`config.mk`:
```
export PLATFORM = sky130hd
export DESIGN_NAME = bullet_pool_flat
export DESIGN_NICKNAME = d
export VERILOG_FILES = /design/src/rtl/bullet_pkg.sv /design/src/rtl/bullet_pool_if.sv /design/src/rtl/bullet_slot.sv /design/src/rtl/bullet_pool.sv /design/src/flat_wrapper.sv
export SDC_FILE = /design/constraint.sdc
export NUM_CORES = 1
export LEC_CHECK = 0
export CAP_MARGIN = 15
export CORE_UTILIZATION = 58
export DETAILED_ROUTE_END_ITERATION = 6
export GPL_ROUTABILITY_DRIVEN = 0
export MAX_ROUTING_LAYER = met4
export PLACE_DENSITY_LB_ADDON = 0.15
export SLEW_MARGIN = 20
export SYNTH_ARGS = -nofsm -noshare
export SYNTH_HDL_FRONTEND = slang
export SYNTH_HIERARCHICAL = 1
export SYNTH_SLANG_ARGS = --single-unit
```
`constraint.sdc`:
```
create_clock -name clock -period 7.71 [get_ports clock]
set_input_delay 0.771 -clock clock [delete_from_list [all_inputs] [get_ports clock]]
set_output_delay 0.771 -clock clock [all_outputs]
set_load 0.03 [all_outputs]
```
`src/rtl/bullet_pkg.sv`:
```
// Shared codes and limits for the bullet pool: tank orientations, map classes,
// screen bounds and the per-slot state encoding.
package bullet_pkg;

  typedef enum logic [1:0] {
    DirN = 2'd0,
    DirE = 2'd1,
    DirS = 2'd2,
    DirW = 2'd3
  } dir_e;

  localparam logic [2:0] OrientN = 3'b000;
  localparam logic [2:0] OrientE = 3'b010;
  localparam logic [2:0] OrientS = 3'b100;
  localparam logic [2:0] OrientW = 3'b110;

  typedef enum logic [1:0] {
    WorldEmpty = 2'b00,
    WorldGreen = 2'b01,
    WorldWall  = 2'b10,
    WorldRed   = 2'b11
  } world_e;

  localparam logic [1:0]  IconOpTank = 2'b01;
  localparam logic [11:0] MaxCol     = 12'd1023;
  localparam logic [11:0] MaxRow     = 12'd767;

  typedef enum logic {
    StIdle,
    StFlight
  } slot_state_e;

  function automatic logic orient_valid(input logic [2:0] orient);
    return orient inside {OrientN, OrientE, OrientS, OrientW};
  endfunction

  function automatic dir_e orient_to_dir(input logic [2:0] orient);
    return dir_e'(orient[2:1]);
  endfunction

endpackage

```
`src/rtl/bullet_pool_if.sv`:
```
// Scan-side bus between the video pipeline (master) and the bullet pool (slave).
interface bullet_pool_if;
  logic [11:0] pixel_row;
  logic [11:0] pixel_column;
  logic [1:0]  world_pixel;
  logic [1:0]  icon_op;
  logic        bullet;
  logic [8:0]  bul_addr;
  logic [2:0]  bul_slot;

  modport master (
    output pixel_row, pixel_column, world_pixel, icon_op,
    input  bullet, bul_addr, bul_slot
  );

  modport slave (
    input  pixel_row, pixel_column, world_pixel, icon_op,
    output bullet, bul_addr, bul_slot
  );
endinterface

```
`src/rtl/bullet_slot.sv`:
```
// One bullet slot: IDLE/FLIGHT state, orientation and position, stepping on each
// movement tick and dropping back to IDLE when it would leave the screen.
module bullet_slot
  import bullet_pkg::*;
#(
  parameter int unsigned STEP_PX = 10
) (
  input  logic        clock,
  input  logic        reset,
  input  logic        spawn_i,
  input  dir_e        spawn_dir_i,
  input  logic [11:0] spawn_row_i,
  input  logic [11:0] spawn_col_i,
  input  logic        tick_i,
  input  logic        retire_i,
  output logic        busy_o,
  output dir_e        dir_o,
  output logic [11:0] row_o,
  output logic [11:0] col_o
);

  localparam logic [12:0] Step = 13'(STEP_PX);

  slot_state_e state_q, state_d;
  dir_e        dir_q, dir_d;
  logic [11:0] row_q, row_d, col_q, col_d;
  logic [12:0] row_w, col_w;
  logic        out_of_range;

  always_comb begin
    state_d = state_q;
    dir_d   = dir_q;
    row_d   = row_q;
    col_d   = col_q;
    row_w   = {1'b0, row_q};
    col_w   = {1'b0, col_q};
    // 13-bit math: a borrow wraps far above the limit, so one compare covers both edges
    unique case (dir_q)
      DirN: row_w = {1'b0, row_q} - Step;
      DirE: col_w = {1'b0, col_q} + Step;
      DirS: row_w = {1'b0, row_q} + Step;
      DirW: col_w = {1'b0, col_q} - Step;
    endcase
    out_of_range = (dir_q inside {DirN, DirS}) ? (row_w > {1'b0, MaxRow})
                                               : (col_w > {1'b0, MaxCol});
    unique case (state_q)
      StIdle: begin
        if (spawn_i) begin
          state_d = StFlight;
          dir_d   = spawn_dir_i;
          row_d   = spawn_row_i;
          col_d   = spawn_col_i;
        end
      end
      StFlight: begin
        if (retire_i || (tick_i && out_of_range)) begin
          state_d = StIdle;
        end else if (tick_i) begin
          row_d = row_w[11:0];
          col_d = col_w[11:0];
        end
      end
    endcase
  end

  always_ff @(posedge clock) begin
    if (reset) begin
      state_q <= StIdle;
      dir_q   <= DirN;
      row_q   <= '0;
      col_q   <= '0;
    end else begin
      state_q <= state_d;
      dir_q   <= dir_d;
      row_q   <= row_d;
      col_q   <= col_d;
    end
  end

  assign busy_o = (state_q == StFlight);
  assign dir_o  = dir_q;
  assign row_o  = row_q;
  assign col_o  = col_q;

endmodule

```
`src/rtl/bullet_pool.sv`:
```
// Pool of tank bullets: shot allocation with cooldown, movement ticks, scan-time
// drawing with lowest-slot priority, and collision events against map and opponent.
module bullet_pool
  import bullet_pkg::*;
#(
  parameter int unsigned NUM_SLOTS      = 4,
  parameter int unsigned STEP_PX        = 10,
  parameter int unsigned TICK_DIV       = 32'h1EFFFF,
  parameter int unsigned COOLDOWN_TICKS = 2,
  parameter int unsigned ICON_PX        = 20,
  parameter int unsigned HOLD_CYCLES    = 32'h2FFFFFF
) (
  input  logic                 clock,
  input  logic                 reset,
  input  logic                 fire,
  input  logic [7:0]           LocX_reg,
  input  logic [7:0]           LocY_reg,
  input  logic [7:0]           BotInfo_reg,
  bullet_pool_if.slave         scan,
  output logic [NUM_SLOTS-1:0] slots_busy,
  output logic                 burst,
  output logic                 burst_base_g,
  output logic                 burst_base_r,
  output logic                 fire_drop
);

  localparam logic [12:0] IconSpan = 13'(ICON_PX - 1);
  localparam logic [8:0]  IconPx   = 9'(ICON_PX);
  localparam logic [8:0]  IconMax  = 9'(ICON_PX - 1);

  logic        fire_q;
  logic [31:0] tick_cnt_q, tick_cnt_d, cool_q, cool_d;
  logic [31:0] hold_g_q, hold_g_d, hold_r_q, hold_r_d;
  logic        bullet_q, bullet_d, burst_q, burst_d, fire_drop_q, fire_drop_d;
  logic [8:0]  bul_addr_q, bul_addr_d;
  logic [2:0]  bul_slot_q, bul_slot_d;

  logic [NUM_SLOTS-1:0] busy, spawn_vec, retire_vec, drawn_vec, hit_vec;
  logic [11:0]          slot_row [NUM_SLOTS];
  logic [11:0]          slot_col [NUM_SLOTS];
  dir_e                 slot_dir [NUM_SLOTS];

  logic        tick, fire_edge, accept, free_any, retire_now, world_hit, tank_hit;
  logic [2:0]  free_idx, sel_idx;
  logic [11:0] y6, x8, spawn_row, spawn_col, sel_row, sel_col;
  dir_e        spawn_dir, sel_dir;
  logic [8:0]  r, c;
  logic        unused_bot;

  assign unused_bot = ^BotInfo_reg[7:3];

  // Spawn position from tank cell coordinates (6-pixel rows, 8-pixel columns)
  always_comb begin
    y6        = 12'(LocY_reg) * 12'd6;
    x8        = {1'b0, LocX_reg, 3'b000};
    spawn_dir = orient_to_dir(BotInfo_reg[2:0]);
    spawn_row = '0;
    spawn_col = '0;
    unique case (spawn_dir)
      DirN: begin spawn_row = y6 - 12'd24; spawn_col = x8 + 12'd6;  end
      DirE: begin spawn_row = y6 + 12'd6;  spawn_col = x8 + 12'd36; end
      DirS: begin spawn_row = y6 + 12'd36; spawn_col = x8 + 12'd6;  end
      DirW: begin spawn_row = y6 + 12'd6;  spawn_col = x8 - 12'd24; end
    endcase
  end

  always_comb begin
    free_any = 1'b0;
    free_idx = '0;
    for (int i = NUM_SLOTS - 1; i >= 0; i--) begin
      if (!busy[i]) begin
        free_any = 1'b1;
        free_idx = 3'(i);
      end
    end
  end

  for (genvar i = 0; i < NUM_SLOTS; i++) begin : g_slot
    assign spawn_vec[i] = accept && (free_idx == 3'(i));
    assign drawn_vec[i] = (bul_slot_q == 3'(i));
    assign hit_vec[i]   = busy[i]
        && ({1'b0, scan.pixel_row}    >= {1'b0, slot_row[i]})
        && ({1'b0, scan.pixel_row}    <= {1'b0, slot_row[i]} + IconSpan)
        && ({1'b0, scan.pixel_column} >= {1'b0, slot_col[i]})
        && ({1'b0, scan.pixel_column} <= {1'b0, slot_col[i]} + IconSpan);

    bullet_slot #(
      .STEP_PX(STEP_PX)
    ) u_slot (
      .clock      (clock),
      .reset      (reset),
      .spawn_i    (spawn_vec[i]),
      .spawn_dir_i(spawn_dir),
      .spawn_row_i(spawn_row),
      .spawn_col_i(spawn_col),
      .tick_i     (tick),
      .retire_i   (retire_vec[i]),
      .busy_o     (busy[i]),
      .dir_o      (slot_dir[i]),
      .row_o      (slot_row[i]),
      .col_o      (slot_col[i])
    );
  end

  // Draw: lowest-index hit wins, icon address rotated to the slot's heading
  always_comb begin
    sel_idx = '0;
    sel_row = '0;
    sel_col = '0;
    sel_dir = DirN;
    for (int i = NUM_SLOTS - 1; i >= 0; i--) begin
      if (hit_vec[i]) begin
        sel_idx = 3'(i);
        sel_row = slot_row[i];
        sel_col = slot_col[i];
        sel_dir = slot_dir[i];
      end
    end
    r = 9'(scan.pixel_row - sel_row);
    c = 9'(scan.pixel_column - sel_col);
    bul_addr_d = '0;
    unique case (sel_dir)
      DirN: bul_addr_d = r * IconPx + c;
      DirE: bul_addr_d = (IconMax - c) * IconPx + r;
      DirS: bul_addr_d = (IconMax - r) * IconPx + (IconMax - c);
      DirW: bul_addr_d = c * IconPx + (IconMax - r);
    endcase
    bullet_d = |hit_vec;
    if (!bullet_d) bul_addr_d = '0;
    bul_slot_d = sel_idx;
  end

  always_comb begin
    tick        = (tick_cnt_q == 32'(TICK_DIV - 1));
    tick_cnt_d  = tick ? '0 : tick_cnt_q + 32'd1;
    fire_edge   = fire && !fire_q;
    accept      = fire_edge && (cool_q == '0) && orient_valid(BotInfo_reg[2:0]) && free_any;
    fire_drop_d = fire_edge && !accept;
    cool_d      = cool_q;
    if (accept) begin
      cool_d = 32'(COOLDOWN_TICKS);
    end else if (tick && (cool_q != '0)) begin
      cool_d = cool_q - 32'd1;
    end

    // The drawn slot may already be gone; only a live slot can collide
    world_hit  = (scan.world_pixel != WorldEmpty);
    tank_hit   = (scan.icon_op == IconOpTank);
    retire_now = bullet_q && |(drawn_vec & busy) && (world_hit || tank_hit);
    retire_vec = retire_now ? drawn_vec : '0;
    burst_d    = retire_now && !world_hit && tank_hit;

    hold_g_d = (hold_g_q != '0) ? hold_g_q - 32'd1 : '0;
    hold_r_d = (hold_r_q != '0) ? hold_r_q - 32'd1 : '0;
    if (retire_now && (scan.world_pixel == WorldGreen)) hold_g_d = 32'(HOLD_CYCLES);
    if (retire_now && (scan.world_pixel == WorldRed))   hold_r_d = 32'(HOLD_CYCLES);
  end

  always_ff @(posedge clock) begin
    if (reset) begin
      fire_q      <= 1'b0;
      tick_cnt_q  <= '0;
      cool_q      <= '0;
      hold_g_q    <= '0;
      hold_r_q    <= '0;
      bullet_q    <= 1'b0;
      bul_addr_q  <= '0;
      bul_slot_q  <= '0;
      burst_q     <= 1'b0;
      fire_drop_q <= 1'b0;
    end else begin
      fire_q      <= fire;
      tick_cnt_q  <= tick_cnt_d;
      cool_q      <= cool_d;
      hold_g_q    <= hold_g_d;
      hold_r_q    <= hold_r_d;
      bullet_q    <= bullet_d;
      bul_addr_q  <= bul_addr_d;
      bul_slot_q  <= bul_slot_d;
      burst_q     <= burst_d;
      fire_drop_q <= fire_drop_d;
    end
  end

  assign scan.bullet   = bullet_q;
  assign scan.bul_addr = bul_addr_q;
  assign scan.bul_slot = bul_slot_q;
  assign slots_busy    = busy;
  assign burst         = burst_q;
  assign burst_base_g  = (hold_g_q != '0);
  assign burst_base_r  = (hold_r_q != '0);
  assign fire_drop     = fire_drop_q;

endmodule
```
`src/flat_wrapper.sv`:
```
// flat-port wrapper written by rule: the top's interface ports become plain ports
module bullet_pool_flat import bullet_pkg::*;
#(
  parameter int unsigned NUM_SLOTS      = 4,
  parameter int unsigned STEP_PX        = 10,
  parameter int unsigned TICK_DIV       = 32'h1EFFFF,
  parameter int unsigned COOLDOWN_TICKS = 2,
  parameter int unsigned ICON_PX        = 20,
  parameter int unsigned HOLD_CYCLES    = 32'h2FFFFFF
)
  (clock, reset, fire, LocX_reg, LocY_reg, BotInfo_reg, slots_busy, burst, burst_base_g, burst_base_r, fire_drop, scan_pixel_row, scan_pixel_column, scan_world_pixel, scan_icon_op, scan_bullet, scan_bul_addr, scan_bul_slot);
  bullet_pool_if scan_i ();
  input  logic clock;
  input  logic reset;
  input  logic fire;
  input  logic [7:0] LocX_reg;
  input  logic [7:0] LocY_reg;
  input  logic [7:0] BotInfo_reg;
  output logic [NUM_SLOTS-1:0] slots_busy;
  output logic burst;
  output logic burst_base_g;
  output logic burst_base_r;
  output logic fire_drop;
  input wire logic [$bits(scan_i.pixel_row)-1:0] scan_pixel_row;
  input wire logic [$bits(scan_i.pixel_column)-1:0] scan_pixel_column;
  input wire logic [$bits(scan_i.world_pixel)-1:0] scan_world_pixel;
  input wire logic [$bits(scan_i.icon_op)-1:0] scan_icon_op;
  output wire logic [$bits(scan_i.bullet)-1:0] scan_bullet;
  output wire logic [$bits(scan_i.bul_addr)-1:0] scan_bul_addr;
  output wire logic [$bits(scan_i.bul_slot)-1:0] scan_bul_slot;
  assign scan_i.pixel_row = scan_pixel_row;
  assign scan_i.pixel_column = scan_pixel_column;
  assign scan_i.world_pixel = scan_world_pixel;
  assign scan_i.icon_op = scan_icon_op;
  assign scan_bullet = scan_i.bullet;
  assign scan_bul_addr = scan_i.bul_addr;
  assign scan_bul_slot = scan_i.bul_slot;
  bullet_pool #(.NUM_SLOTS(NUM_SLOTS), .STEP_PX(STEP_PX), .TICK_DIV(TICK_DIV), .COOLDOWN_TICKS(COOLDOWN_TICKS), .ICON_PX(ICON_PX), .HOLD_CYCLES(HOLD_CYCLES)) u_core (.clock(clock), .reset(reset), .fire(fire), .LocX_reg(LocX_reg), .LocY_reg(LocY_reg), .BotInfo_reg(BotInfo_reg), .scan(scan_i), .slots_busy(slots_busy), .burst(burst), .burst_base_g(burst_base_g), .burst_base_r(burst_base_r), .fire_drop(fire_drop));
endmodule
```
==> results.toml, run 1 <==
[status]
status = "complete, but fails checks"
violations = "design-rule violations"

[finish]
layout.cells.non_filler = 4138
drive_above_1_share_pct = 13.3
nNetsFinal = 3918
syn2layout_area_growth_pct = 13.7
stdcell_area_mm2 = 0.0303

[cts]
cts-root-buf = "clkbuf_16"
cts.reportedPaths.clkPinSlew_ps = 70
cts_made_buffers = 30
hold_buffers = 0
clock_path_buffers = 3
cts.sinks = 251
clk_latency_ps = 590
cts_tree = "yes"
h-tree-depth = 1

[detailed_routing]
routed_wl_um = 86600
detail_route.vias_per_cell = 6.52
drc_errors = 4
wl_per_cell_um = 20.9
dr.first_iter.drc_count = 2654
vias = 27000
dr.pass1.iters = 7
postRouteAntennaNets = 0

[logic_synthesis]
synthArstFlopShare_pct = 0
synth-edff-count = 0
synth_cell_types = 125
syn_inst = 3335
postSynthAreaPerCell_um2 = 7.99
synth_ff_type = "dfxtp_1"
synth.most_common_cell = "ha_1"
synthTopCellsByArea = "dfxtp_1 19%, ha_1 16%, xnor2_1 7.3%, nand2_1 4.1%, a21oi_1 4.0%"
synth_area_mm2 = 0.0266
synth_common_cells = "335 x ha_1, 293 x nand2_1, 255 x nor2_1, 251 x dfxtp_1, 221 x xnor2_1"
ys.warnings.count = 6
yosys.area.top_type = "dfxtp_1"
ys_seq_elements = 251
synth_seq_area_share_pct = 18.9
synth_top_area_share_pct = 18.9

[sta]
layout_min_cycle_time_ps = 7480
holdWs_ps = 459
hold_violations = 0
finalSetupViolCount = 0
finalMaxSlewViolations = 0
tightest_slew_ps = 1240
fin_crit_sh_pct = 97.0
fin_worst_skew_ps = 20.9
max-slew-margin-rel_pct = 16.5
clock.fmax_ghz = 0.134

[placed_design]
dp_cells = 4070
dp_hpwl_um = 67100
io_buffers = 69
placed_area_mm2 = 0.0290

[worst_setup_path]
timing.rr.start = "u_core/g_slot[3].u_slot/col_o[1]"
crit_family = "adder cells"
worstSetupPathType = "flip-flop to flip-flop"
reg2reg_depth = 36
ff2ff_setup_slack_ps = 230
crit_arrival_ps = 7970
rr_endpoint = "u_core/scan.bul_addr[8]"
crit_fanout = 9
critPathCaptureType = "flip-flop"
critPathMostFrequentCell = "xnor2_1"
cp_slowest_cell = "fa_1"
required_ps = 8200
cp-start-kind = "flip-flop"
crit_buf_inv = 4
cpPeakStageDelay_ps = 480

[power]
peakVddDrop_uv = 159
power.total_mw = 4.88
power.density_mw_per_mm2 = 161
power_leakage_nw = 11.9

[grt]
grt_pass1_vias = 26400
grt_max_degree = 56
antenna_found_initial = 2
overflow = 0
grt_usage_pct = 37.0
grt_pass1_wl_um = 137000

[floorplan]
dieArea_mm2 = 0.0468
chipWidth_um = 216
start_util_pct = 58.8
ioPinCount = 76
fp.dieH_um = 216
core_mm2 = 0.0453
row_count = 78

[hold_path]
hold_path.class = "flip-flop to flip-flop"
min_to = "u_core/cool_q[24]"
min_from = "u_core/cool_q[24]"
whs_path_depth = 2

[job]
maxCapViolations = 0
metal layers:
layer	routed length (um)	GRT usage, %	up-vias
met5	0	-	-
met1	34500	45.3	12700
met2	38400	57.9	1316
met3	8830	7.28	352
met4	4880	18.7	0
li1	-	-	12600
metrics by stage:
stage,setup WS (ps),util [%],setup TNS (ps)
floorplan,274,-,0
global placement,-86.6,64.0,-86.6
detailed placement,-197,64.0,-197
CTS,18.7,66.2,0
global route,-42.8,66.9,-42.8
finish,228,66.9,0
sequential cells by signal (all words and copies together) (netlist names):
| signal | count |
|---|---|
| u_core/fire_q | 1 |
| u_core/scan.bul_slot | 2 |
| u_core/g_slot.u_slot/col_o | 48 |
| u_core/fire_drop | 1 |
| u_core/g_slot.u_slot/row_o | 48 |
| u_core/cool_q | 32 |
| u_core/hold_r_q | 32 |
| u_core/scan.bul_addr | 9 |
| u_core/hold_g_q | 32 |
| u_core/scan.bullet | 1 |
| u_core/tick_cnt_q | 32 |
| u_core/g_slot.u_slot/dir_o | 8 |
| u_core/burst | 1 |
| u_core/g_slot.u_slot/busy_o | 4 |
worst reg2reg max path, delay by kind of cell, from the launching register on:
family / cells / cell delay (ps)
xor gates and xnor gates: 7 / 1280
DFF: 1 / 400
muxes: 3 / 390
adders and majority gates: 7 / 2040
buffers and inverters: 4 / 600
AOI/OAI and AO/OA: 9 / 1790
and+or+nand+nor: 6 / 900
cell families (layout without fill, tap and decap cells):
logic type	Yosys count	count (layout)	synth area share (%)
and+or+nand+nor	1107	1107	21.3
AOI/OAI and AO/OA	896	896	24.7
buffers and inverters	365	558	5.71
adders and majority gates	359	359	17.2
xor gates and xnor gates	312	312	10.3
DFF	251	251	18.9
muxes	44	44	1.89
other	1	11	0.0141
layout make-up:
| class | instances | area [um2] |
|---|---|---|
| multi-input combinational | 2727 | 20400 |
| antenna | 2 | 5.00 |
| timing repair buffer | 285 | 2330 |
| sequential | 251 | 5030 |
| clock buffer | 35 | 811 |
| fill | 3858 | 15000 |
| clock inverter | 20 | 181 |
| inverter | 218 | 818 |
| tap | 600 | 751 |
power breakdown:
part	internal [mW]	switching, mW
Sequential	1.43	0.125
Clock	0.824	0.627
Combinational	0.844	1.02
how the worst max path moves through the flow:
stage	start	end	slack, ps	cells past startpoint
2_1_floorplan	u_core/g_slot[2].u_slot/col_o[1]	u_core/scan.bul_addr[8]	270	38
3_3_place_gp	scan_pixel_row[0]	u_core/scan.bul_addr[8]	-90	35
3_5_place_dp	scan_pixel_row[0]	u_core/scan.bul_addr[8]	-200	34
4_1_cts	u_core/g_slot[3].u_slot/col_o[0]	u_core/scan.bul_addr[8]	20	37
5_1_grt	u_core/g_slot[2].u_slot/col_o[0]	u_core/scan.bul_addr[8]	-40	37
6_report	u_core/g_slot[3].u_slot/col_o[1]	u_core/scan.bul_addr[8]	230	36
layout by cell type (no fill, tap or decap), drive strengths merged, types with 32 or more instances in the layout:
master         count
a21oi            215
dfxtp            251
nand3             84
nor2             258
buf              217
clkdlybuf4s50     68
nand2            296
and3              48
o32ai             38
o211ai            32
ha               335
o21ai            201
or3               34
nor2b             37
nor4              41
mux2i             32
xnor2            221
nor3             122
nand4             59
a21o              48
clkbuf            35
a211oi            93
xor2              91
inv              223
what timing repair did:
item,CTS,global route
pin swaps,1,19
setup endpoints to repair,1,3
setup buffers,3,7
gates resized for setup,2,45
Note: power is estimated with default switching activity, not from simulation.
==> run 2: changes to the inputs <==
- TNS_END_PERCENT: unset -> 100
==> results of run 2 <==
Final layout, timing and power as in run 1 (identical DEF).
